### src/rtl/bp_me_pkg.sv
// Shared types and field helpers for the wormhole memory-command arbiter.
package bp_me_pkg;

  typedef enum logic {
    e_arb_idle = 1'b0,
    e_arb_send = 1'b1
  } bp_me_wh_arb_state_e;

  // The len field sits directly above the cord field in an encoded packet.
  function automatic int wh_len_offset(input int cord_width);
    return cord_width;
  endfunction

  function automatic int wh_len_width(input int len_width);
    return len_width;
  endfunction

  function automatic int wh_max_flits(input int pkt_width, input int flit_width);
    return (pkt_width + flit_width - 1) / flit_width;
  endfunction

endpackage

### src/rtl/bp_me_wormhole_mem_cmd_arb_if.sv
// Requester-side packet bus plus downstream flit link of the wormhole arbiter.
interface bp_me_wormhole_mem_cmd_arb_if #(
  parameter int num_req_p    = 2,
  parameter int flit_width_p = 64,
  parameter int pkt_width_p  = 640
);
  logic [num_req_p*pkt_width_p-1:0] pkt_i;
  logic [num_req_p-1:0]             pkt_v_i;
  logic [num_req_p-1:0]             pkt_ready_and_o;
  logic [flit_width_p-1:0]          link_data_o;
  logic                             link_v_o;
  logic                             link_ready_and_i;
  logic                             busy_o;

  modport slave (
    input  pkt_i, pkt_v_i, link_ready_and_i,
    output pkt_ready_and_o, link_data_o, link_v_o, busy_o
  );

  modport master (
    output pkt_i, pkt_v_i, link_ready_and_i,
    input  pkt_ready_and_o, link_data_o, link_v_o, busy_o
  );
endinterface

### src/rtl/bp_me_wormhole_rr_arb.sv
// Combinational grant with round-robin pointer register.
// Define BP_ME_WH_ARB_FIXED_PRIO_EN for lowest-index-wins fixed priority (no pointer).
module bp_me_wormhole_rr_arb
  import bp_me_pkg::*;
#(
  parameter int num_req_p = 2
) (
  input  logic                 clk_i,
  input  logic                 reset_n_i,
  input  logic                 en_i,
  input  logic [num_req_p-1:0] v_i,
  output logic [num_req_p-1:0] grant_o
);

`ifdef BP_ME_WH_ARB_FIXED_PRIO_EN
  wire unused_clk_rst = ^{clk_i, reset_n_i};

  always_comb begin
    logic found;
    grant_o = '0;
    found   = 1'b0;
    for (int i = 0; i < num_req_p; i++) begin
      if (en_i && !found && v_i[i]) begin
        found      = 1'b1;
        grant_o[i] = 1'b1;
      end
    end
  end
`else
  localparam int ptr_w_lp = $clog2(num_req_p);

  logic [ptr_w_lp-1:0] ptr_q, ptr_d;

  // Scan from the pointer, wrapping; pointer moves past the winner only on a grant.
  always_comb begin
    logic found;
    int   idx;
    grant_o = '0;
    ptr_d   = ptr_q;
    found   = 1'b0;
    idx     = 0;
    for (int j = 0; j < num_req_p; j++) begin
      idx = int'(ptr_q) + j;
      if (idx >= num_req_p) idx = idx - num_req_p;
      if (en_i && !found && v_i[idx]) begin
        found        = 1'b1;
        grant_o[idx] = 1'b1;
        ptr_d        = (idx == num_req_p - 1) ? '0 : ptr_w_lp'(idx + 1);
      end
    end
  end

  always_ff @(posedge clk_i) begin
    if (!reset_n_i) ptr_q <= '0;
    else            ptr_q <= ptr_d;
  end
`endif

endmodule

### src/rtl/bp_me_wormhole_mem_cmd_arb.sv
// Arbitrates whole encoded packets from num_req_p requesters onto one wormhole link,
// LSB flit first. Define BP_ME_WH_ARB_FIXED_PRIO_EN for fixed-priority arbitration.
module bp_me_wormhole_mem_cmd_arb
  import bp_me_pkg::*;
#(
  parameter int num_req_p    = 2,
  parameter int flit_width_p = 64,
  parameter int cord_width_p = 7,
  parameter int len_width_p  = 4,
  parameter int pkt_width_p  = 640
) (
  input  logic                          clk_i,
  input  logic                          reset_n_i,
  bp_me_wormhole_mem_cmd_arb_if.slave   bus
);

  localparam int max_flits_lp = wh_max_flits(pkt_width_p, flit_width_p);
  localparam int buf_w_lp     = max_flits_lp * flit_width_p;
  localparam int cnt_w_lp     = (max_flits_lp > 1) ? $clog2(max_flits_lp) : 1;
  localparam int len_lsb_lp   = wh_len_offset(cord_width_p);
  localparam int len_w_lp     = wh_len_width(len_width_p);

  bp_me_wh_arb_state_e state_q, state_d;
  logic [cnt_w_lp-1:0] k_q, k_d, last_q, last_d;
  logic [max_flits_lp-1:0][flit_width_p-1:0] buf_q;

  logic [num_req_p-1:0]   grant;
  logic [pkt_width_p-1:0] sel_pkt;
  logic [len_w_lp-1:0]    len_raw;
  logic                   accept, flit_hs, sending;

  bp_me_wormhole_rr_arb #(.num_req_p(num_req_p)) arb (
    .clk_i     (clk_i),
    .reset_n_i (reset_n_i),
    .en_i      (reset_n_i && (state_q == e_arb_idle)),
    .v_i       (bus.pkt_v_i),
    .grant_o   (grant)
  );

  // Grants are only ever issued to valid requesters, so any grant is an accept.
  assign accept  = |grant;
  assign sending = reset_n_i && (state_q == e_arb_send);
  assign flit_hs = sending && bus.link_ready_and_i;

  always_comb begin
    sel_pkt = '0;
    for (int i = 0; i < num_req_p; i++)
      if (grant[i]) sel_pkt = sel_pkt | bus.pkt_i[i*pkt_width_p +: pkt_width_p];
  end

  assign len_raw = sel_pkt[len_lsb_lp +: len_w_lp];

  // Oversized len values are clamped to the buffer depth.
  always_comb begin
    if (int'(len_raw) > max_flits_lp - 1) last_d = cnt_w_lp'(max_flits_lp - 1);
    else                                  last_d = cnt_w_lp'(len_raw);
  end

  always_comb begin
    k_d = k_q;
    if (accept)       k_d = '0;
    else if (flit_hs) k_d = (k_q == last_q) ? '0 : k_q + 1'b1;
  end

  // FSM: state register
  always_ff @(posedge clk_i) begin
    if (!reset_n_i) begin
      state_q <= e_arb_idle;
      k_q     <= '0;
    end else begin
      state_q <= state_d;
      k_q     <= k_d;
    end
  end

  always_ff @(posedge clk_i) begin
    if (accept) begin
      buf_q  <= buf_w_lp'(sel_pkt);
      last_q <= last_d;
    end
  end

  // FSM: next state
  always_comb begin
    state_d = state_q;
    unique case (state_q)
      e_arb_idle: if (accept) state_d = e_arb_send;
      e_arb_send: if (flit_hs && (k_q == last_q)) state_d = e_arb_idle;
      default:    state_d = e_arb_idle;
    endcase
  end

  // FSM: outputs
  always_comb begin
    bus.pkt_ready_and_o = grant;
    bus.link_v_o        = sending;
    bus.busy_o          = sending;
    bus.link_data_o     = sending ? buf_q[k_q] : '0;
  end

endmodule
### src/flat_wrapper.sv
// flat-port wrapper written by rule: the top's interface ports become plain ports
module bp_me_wormhole_mem_cmd_arb_flat import bp_me_pkg::*;
#(
  parameter int num_req_p    = 2,
  parameter int flit_width_p = 64,
  parameter int cord_width_p = 7,
  parameter int len_width_p  = 4,
  parameter int pkt_width_p  = 640
)
  (clk_i, reset_n_i, bus_pkt_i, bus_pkt_v_i, bus_link_ready_and_i, bus_pkt_ready_and_o, bus_link_data_o, bus_link_v_o, bus_busy_o);
  bp_me_wormhole_mem_cmd_arb_if #(.num_req_p(num_req_p), .flit_width_p(flit_width_p), .pkt_width_p(pkt_width_p)) bus_i ();
  input  logic clk_i;
  input  logic reset_n_i;
  input wire logic [$bits(bus_i.pkt_i)-1:0] bus_pkt_i;
  input wire logic [$bits(bus_i.pkt_v_i)-1:0] bus_pkt_v_i;
  input wire logic [$bits(bus_i.link_ready_and_i)-1:0] bus_link_ready_and_i;
  output wire logic [$bits(bus_i.pkt_ready_and_o)-1:0] bus_pkt_ready_and_o;
  output wire logic [$bits(bus_i.link_data_o)-1:0] bus_link_data_o;
  output wire logic [$bits(bus_i.link_v_o)-1:0] bus_link_v_o;
  output wire logic [$bits(bus_i.busy_o)-1:0] bus_busy_o;
  assign bus_i.pkt_i = bus_pkt_i;
  assign bus_i.pkt_v_i = bus_pkt_v_i;
  assign bus_i.link_ready_and_i = bus_link_ready_and_i;
  assign bus_pkt_ready_and_o = bus_i.pkt_ready_and_o;
  assign bus_link_data_o = bus_i.link_data_o;
  assign bus_link_v_o = bus_i.link_v_o;
  assign bus_busy_o = bus_i.busy_o;
  bp_me_wormhole_mem_cmd_arb #(.num_req_p(num_req_p), .flit_width_p(flit_width_p), .cord_width_p(cord_width_p), .len_width_p(len_width_p), .pkt_width_p(pkt_width_p)) u_core (.clk_i(clk_i), .reset_n_i(reset_n_i), .bus(bus_i));
endmodule
### config.mk
export PLATFORM = sky130hd
export DESIGN_NAME = bp_me_wormhole_mem_cmd_arb_flat
export DESIGN_NICKNAME = d
export VERILOG_FILES = /design/src/rtl/bp_me_pkg.sv /design/src/rtl/bp_me_wormhole_mem_cmd_arb_if.sv /design/src/rtl/bp_me_wormhole_rr_arb.sv /design/src/rtl/bp_me_wormhole_mem_cmd_arb.sv /design/src/flat_wrapper.sv
export SDC_FILE = /design/constraint.sdc
export NUM_CORES = 1
export LEC_CHECK = 0
export ABC_CLOCK_PERIOD_IN_PS = 44300
export CORE_AREA = 2 2 527 529
export DETAILED_ROUTE_END_ITERATION = 12
export DIE_AREA = 0 0 529 531
export HOLD_SLACK_MARGIN = 0.15
export MAX_ROUTING_LAYER = met4
export SLEW_MARGIN = 40
export SYNTH_ARGS = -nofsm -noshare
export SYNTH_HDL_FRONTEND = slang
export SYNTH_HIERARCHICAL = 1
export SYNTH_SLANG_ARGS = --single-unit
### constraint.sdc
create_clock -name clk_i -period 44.3 [get_ports clk_i]
set_input_delay 4.43 -clock clk_i [delete_from_list [all_inputs] [get_ports clk_i]]
set_output_delay 4.43 -clock clk_i [all_outputs]
set_load 0.02 [all_outputs]
==> results of run 1 <==
[critical path, delay by kind of cell]
kind,cells,cell delay (ps)
compound gates,1,580
simple gates,2,430
buf+inv,2,1390
[synth_stat cells, drive strengths merged]
cell type | instances | area share
a22o | 641 | 0.18
nand2b | 1 | 0.00020
dfxtp | 6 | 0.0038
buf | 81 | 0.016
nor2b | 4 | 0.00080
nand2 | 68 | 0.0082
a311oi | 1 | 0.00028
o21bai | 1 | 0.00036
o21ai | 66 | 0.011
or4 | 1 | 0.00036
xor2 | 6 | 0.0017
a221oi | 64 | 0.018
nand4 | 2 | 0.00040
a21oi | 68 | 0.011
edfxtp | 644 | 0.62
nor3b | 1 | 0.00024
clkbuf | 140 | 0.017
nor2 | 5 | 0.00060
mux2i | 129 | 0.041
inv | 5 | 0.00060
o211ai | 1 | 0.00040
nand3 | 1 | 0.00016
mux2 | 64 | 0.023
o221a | 1 | 0.00036
ha | 1 | 0.00040
mux4 | 64 | 0.046
and2 | 1 | 0.00020
[flip-flops by register name, summed over array words and instances (netlist names)]
signal and cells:
u_core/arb/ptr_q 1, u_core/buf_q 640, u_core/k_q 4, u_core/last_q 4
u_core/state_q 1
[kinds of logic after synthesis]
family | Yosys count
mux | 257
buf+inv | 226
fa+ha+maj | 1
xor+xnor | 6
flops | 650
simple gates | 84
compound gates | 843
[stage by stage]
| stage | util | std cells | setup slack [ps] | power, mW | hold WS [ps] |
|---|---|---|---|---|---|
| after floorplan | - | 2067 | 24770 | 0.900 | 468 |
| after global placement | 0.177 | 6861 | 33120 | 1.08 | 540 |
| after detailed placement | 0.179 | 6884 | 33050 | 1.09 | 513 |
| after CTS | 0.189 | 7033 | 33050 | 1.80 | 522 |
| after global routing | 0.191 | 7269 | 32920 | 1.83 | 534 |
| final | 0.191 | 7293 | 33040 | 1.78 | 524 |
[power groups by stage]
stage                     Clock [mW]  Sequential [mW]  Combinational [mW]
final                          0.699            0.761               0.314
after global routing           0.738            0.765               0.329
after CTS                      0.720            0.762               0.317
after detailed placement           0            0.774               0.316
after global placement             0            0.773               0.309
after floorplan                    0            0.795               0.105
[worst paths after layout]
kind | slack, ps | cells after the start | from | to
max | 33040 | 5 | reset_n_i | bus_pkt_ready_and_o[1]
min | 520 | 2 | u_core/k_q[2] | u_core/k_q[2]
max reg2reg | 39480 | 9 | u_core/state_q | u_core/buf_q[348]
min reg2reg | 520 | 2 | u_core/k_q[2] | u_core/k_q[2]
[final cells by class]
class                   count  area share
diodes                    257      0.0122
clock buffers              99      0.0410
clock inverters            50      0.0111
inverters                   5    0.000594
multi-input cells        1191       0.208
flip-flops and latches    650       0.370
well taps                3607      0.0857
repair buffers           1434       0.272
[metal layers]
layer  vias up  global-route usage
met2      2007               0.267
met4         0               0.113
met3       416               0.120
li1      11752                   -
met1     13560               0.207
met5         -                   -
==> flow_metrics.tcl, run 1 <==
set metrics [dict create \
    status "finished, final reports clean" \
    seqCellArea_mm2 0.0195 \
    rsz0062_at_grt "false" \
    die_h_um 531 \
    syn_area_mm2 0.0312 \
    dp_hpwl_um 238000 \
    multi_input_area_mm2 0.0109 \
    cts_htree_levels 3 \
    relSlewSlack 0.335 \
    m1WireLength_um 104000 \
    cts_made_buffers 82 \
    grt_pass1_vias 26860 \
    drt.antenna.violating_nets 0 \
    ys_warn_count 6 \
    critical_path_class "in -> out" \
    wl_met3_um 40900 \
    via_count 27735 \
    post_dp_cell_area_mm2 0.0492 \
    design_area_mm2 0.0527 \
    p_seq_frac 0.429 \
    grt_pass1_wl_um 326000 \
    layout_common_cells "clkdlybuf4s50_1 (1,352), edfxtp_1 (644), a22o_1 (641)" \
    initial_core_util 0.114 \
    num_rows 193 \
    powerDensity_mw_per_mm2 33.7 \
    fin_skew_ps 49.5 \
    synth_xor_area_frac 0.00168 \
    clk_path_buf_depth 3 \
    worst_hold_path_type "reg -> reg" \
    clock.fmax_mhz 88.8 \
    antenna_found_initial 395 \
    holdBufCountCts 0 \
    clkLatencyLatePin_ps 710 \
    totalWireLength_um 276000 \
    cellLeakagePower_nw 16.8 \
    setup_viol 0 \
    crit_fanout 24 \
    vdd_ir_drop_max_v 0.0000288 \
    grt_overflow 0 \
    io_pins 1353 \
    yosys.area_share.simple 0.0111 \
    cpMaxStageDelayCell "clkdlybuf4s50_1" \
    cts.root.buffer_cell "clkbuf_16" \
    vias_per_cell 3.80 \
    crit_arrival_ps 6830 \
    path_cells "clkdlybuf4s50_1, nor2b_1, nand2_1, a21oi_4, clkdlybuf4s50_1" \
    post-route-period-util 0.254 \
    ys_seq_area_frac 0.623 \
    clock_power_share 0.394 \
    drc 0 \
    comb_power_share 0.177 \
    fin_tns_setup_ps 0 \
    routabilityCongestion 0.897 \
    synth_top_family_by_area "compound AO/OA/AOI/OAI gates" \
    cts.sinks 650 \
    final_nets 4650 \
    highest_layer "met4" \
    cap_violations 0 \
    worstSetupEndpointType "output port" \
    syn_nets 3353 \
    drt_iter0_markers 2363 \
    cpMostUsedCell "clkdlybuf4s50_1" \
    worst_pin_slew_ps 997 \
    synth-adder-area-share 0.000400 \
    postCtsSetupRepairBufs 0 \
    design.core.area_mm2 0.275 \
    wl_met2_um 113000 \
    synth_cell_types 31 \
    cts_tree "built" \
    area_growth_pct 68.5 \
    synth_compound_area_frac 0.220 \
    fin_crit_ps 11260 \
    netlist_instances 2067 \
    globalRouteTotalUtil 0.193 \
    drtPass1Iterations 5 \
    crit_required_ps 39870 \
    port_buffers 1352 \
    grt_max_degree 161 \
    p_switching_mw 0.467 \
    die_x_um 529 \
    ys_seq_elements 650 \
    sw_frac_of_total 0.263 \
    p_int_mw 1.31 \
    clk_pin_slew_worst_paths_ps 60 \
    avgSynthCellArea_um2 15.1 \
    final_hold_viol_count 0 \
    wire_per_inst_um 37.8 \
    drv_slew 0 \
    drive_gt1_frac 0.111 \
    worstSetupStartpointType "primary input" \
    die_area_mm2 0.281 \
    mostFrequentLayoutCell "clkdlybuf4s50_1" \
    n_fill_cell 29615 \
    slowest_delay_ps 740 \
    synth.mux.area_fraction 0.111 \
    cts_resized 0 \
]
Power figures use the tool's default switching activity.
==> run 2: changes to the inputs <==
Settings changed: ABC_CLOCK_PERIOD_IN_PS 44300 to 11510.
Clock period 44.3 ns to 11.51 ns, I/O delays scaled along.
==> run 2 against run 1 <==
Global-route usage is 0.23 points higher. Routed wire length is 1.0% higher. Critical path depth is 3 higher. Sequential share of layout area is 0.069 points lower. Non-clock buffer count is 20 lower. Hold slack better by 87 ps. Count of clock-buffer cells in the layout is 1 lower. Register-to-register slack worse by 32000 ps. Flip-flop and latch count stayed put. Total power grew to 4.0 times the previous value. Critical endpoint is now bus_link_data_o[31]. Largest cell class unchanged.
==> flow_metrics.tcl, run 2 (synthesis gave the netlist of run 1 again) <==
set metrics [dict create \
    status "finished, final reports clean" \
    worst_pin_slew_ps 970 \
    regMostFlops "u_core/buf_q" \
    wire_per_inst_um 38.2 \
    worstSetupEndpointType "output port" \
    die_h_um 531 \
    drive_gt1_frac 0.107 \
    crit_start "u_core/k_q[0]" \
    worst_hold_path_type "reg -> reg" \
    mostFrequentLayoutCell "clkdlybuf4s50_1" \
    drt_iter0_markers 2458 \
    final_hold_viol_count 0 \
    relSlewSlack 0.335 \
    clkLatencyLatePin_ps 710 \
    hold_start "u_core/arb/ptr_q" \
    post-route-period-util 0.540 \
    cts.root.buffer_cell "clkbuf_16" \
    final_nets 4634 \
    grt_max_degree 149 \
    cellLeakagePower_nw 16.8 \
    placedCellCount 6866 \
    crit_required_ps 10360 \
    crit_fanout 67 \
    clk_pin_slew_worst_paths_ps 60 \
    via_count 27661 \
    layout_common_cells "clkdlybuf4s50_1 (1,352), edfxtp_1 (644), a22o_1 (641)" \
    initial_core_util 0.114 \
    setup_ws_ps 5290 \
    holdBufCountCts 0 \
    design.core.area_mm2 0.275 \
    worst_hold_slack_ps 611 \
    io_pins 1353 \
    port_buffers 1352 \
    fin_tns_setup_ps 0 \
    dp_hpwl_um 237000 \
    routabilityCongestion 0.909 \
    drt.antenna.violating_nets 0 \
    globalRouteTotalUtil 0.195 \
    cts_resized 0 \
    die_x_um 529 \
    powerDensity_mw_per_mm2 133 \
    drc 0 \
    vdd_ir_drop_max_v 0.000117 \
    worstSetupStartpointType "flop" \
    area_growth_pct 68.8 \
    rsz0062_at_grt "false" \
    grt_pass1_vias 27125 \
    crit_arrival_ps 5070 \
    setup_viol 0 \
    fin_cells 7282 \
    antenna_found_initial 441 \
    clk_path_buf_depth 3 \
    grt_overflow 0 \
    drtPass1Iterations 5 \
    fin_skew_ps 39.9 \
    largest_register_ff_count 640 \
    clock.fmax_mhz 161 \
    num_rows 193 \
    pre_cts_ws_ps 5960 \
    cap_violations 0 \
    drv_slew 0 \
    totalWireLength_um 278000 \
    grt_pass1_wl_um 331000 \
    n_fill_cell 29594 \
    cts_tree "built" \
    postCtsSetupRepairBufs 0 \
    top_regs "u_core/buf_q (640), u_core/k_q (4), u_core/last_q (4)" \
    cts_made_buffers 86 \
    cts_htree_levels 3 \
    vias_per_cell 3.80 \
    r2r-start "u_core/state_q" \
    critical_path_class "reg -> out" \
    cts.sinks 650 \
    die_area_mm2 0.281 \
    fin_crit_ps 6220 \
]
## run 2: cell count changes in the layout (fill, tap and decap cells not counted), sizes merged
cell and delta:
diode +5, clkbuf -1, clkinvlp -2, inv +2, clkinv +2, buf -20, bufinv +3
## run 2: final cells by class
cell class / count / area (um2) / share of cell area
clock buffer: 98 / 2230 / 0.0422
antenna: 262 / 656 / 0.0124
timing repair buffer: 1414 / 14200 / 0.270
tap: 3607 / 4510 / 0.0856
multi-input combinational: 1191 / 10900 / 0.207
clock inverter: 55 / 683 / 0.0130
sequential: 650 / 19500 / 0.369
inverter: 5 / 22.5 / 0.000427
## run 2: power breakdown
part / switching [mW] / total, mW / internal [mW] / leakage (nW)
Combinational: 0.575 / 1.20 / 0.622 / 9.08
Clock: 1.19 / 2.87 / 1.67 / 1.42
Sequential: 0.0939 / 2.96 / 2.86 / 6.33
## run 2: worst paths after layout
kind / to / slack [ps] / depth (start not counted)
hold reg to reg: u_core/arb/ptr_q / 610 / 2
setup reg to reg: u_core/buf_q[160] / 7670 / 8
setup / recovery: bus_link_data_o[31] / 5290 / 8
hold / removal: u_core/arb/ptr_q / 610 / 2
## run 2: critical path, cell delays in order, from the launching register on
cell             delay [ps]
dfxtp_4                 810
buf_12                  390
buf_4                   570
mux2i_1                 160
a221oi_1                820
o21ai_0                 200
buf_4                   250
a21oi_1                 160
clkdlybuf4s50_1         660
## run 2: through the flow
step                area [um2]  total power [mW]   util
global placement         48900              4.19  0.178
CTS                      52100              7.13  0.189
detailed placement       49100              4.22  0.179
floorplan                31300              3.42      -
global route             52700              7.25  0.191
finish                   52800              7.02  0.192
## run 2: per-layer routing
metal / GRT usage / wire, um / vias to the layer above
li1: - / - / 11711
met1: 0.212 / 106000 / 13472
met2: 0.284 / 118000 / 1997
met3: 0.111 / 39200 / 481
met4: 0.0955 / 15100 / 0
met5: - / 0 / -
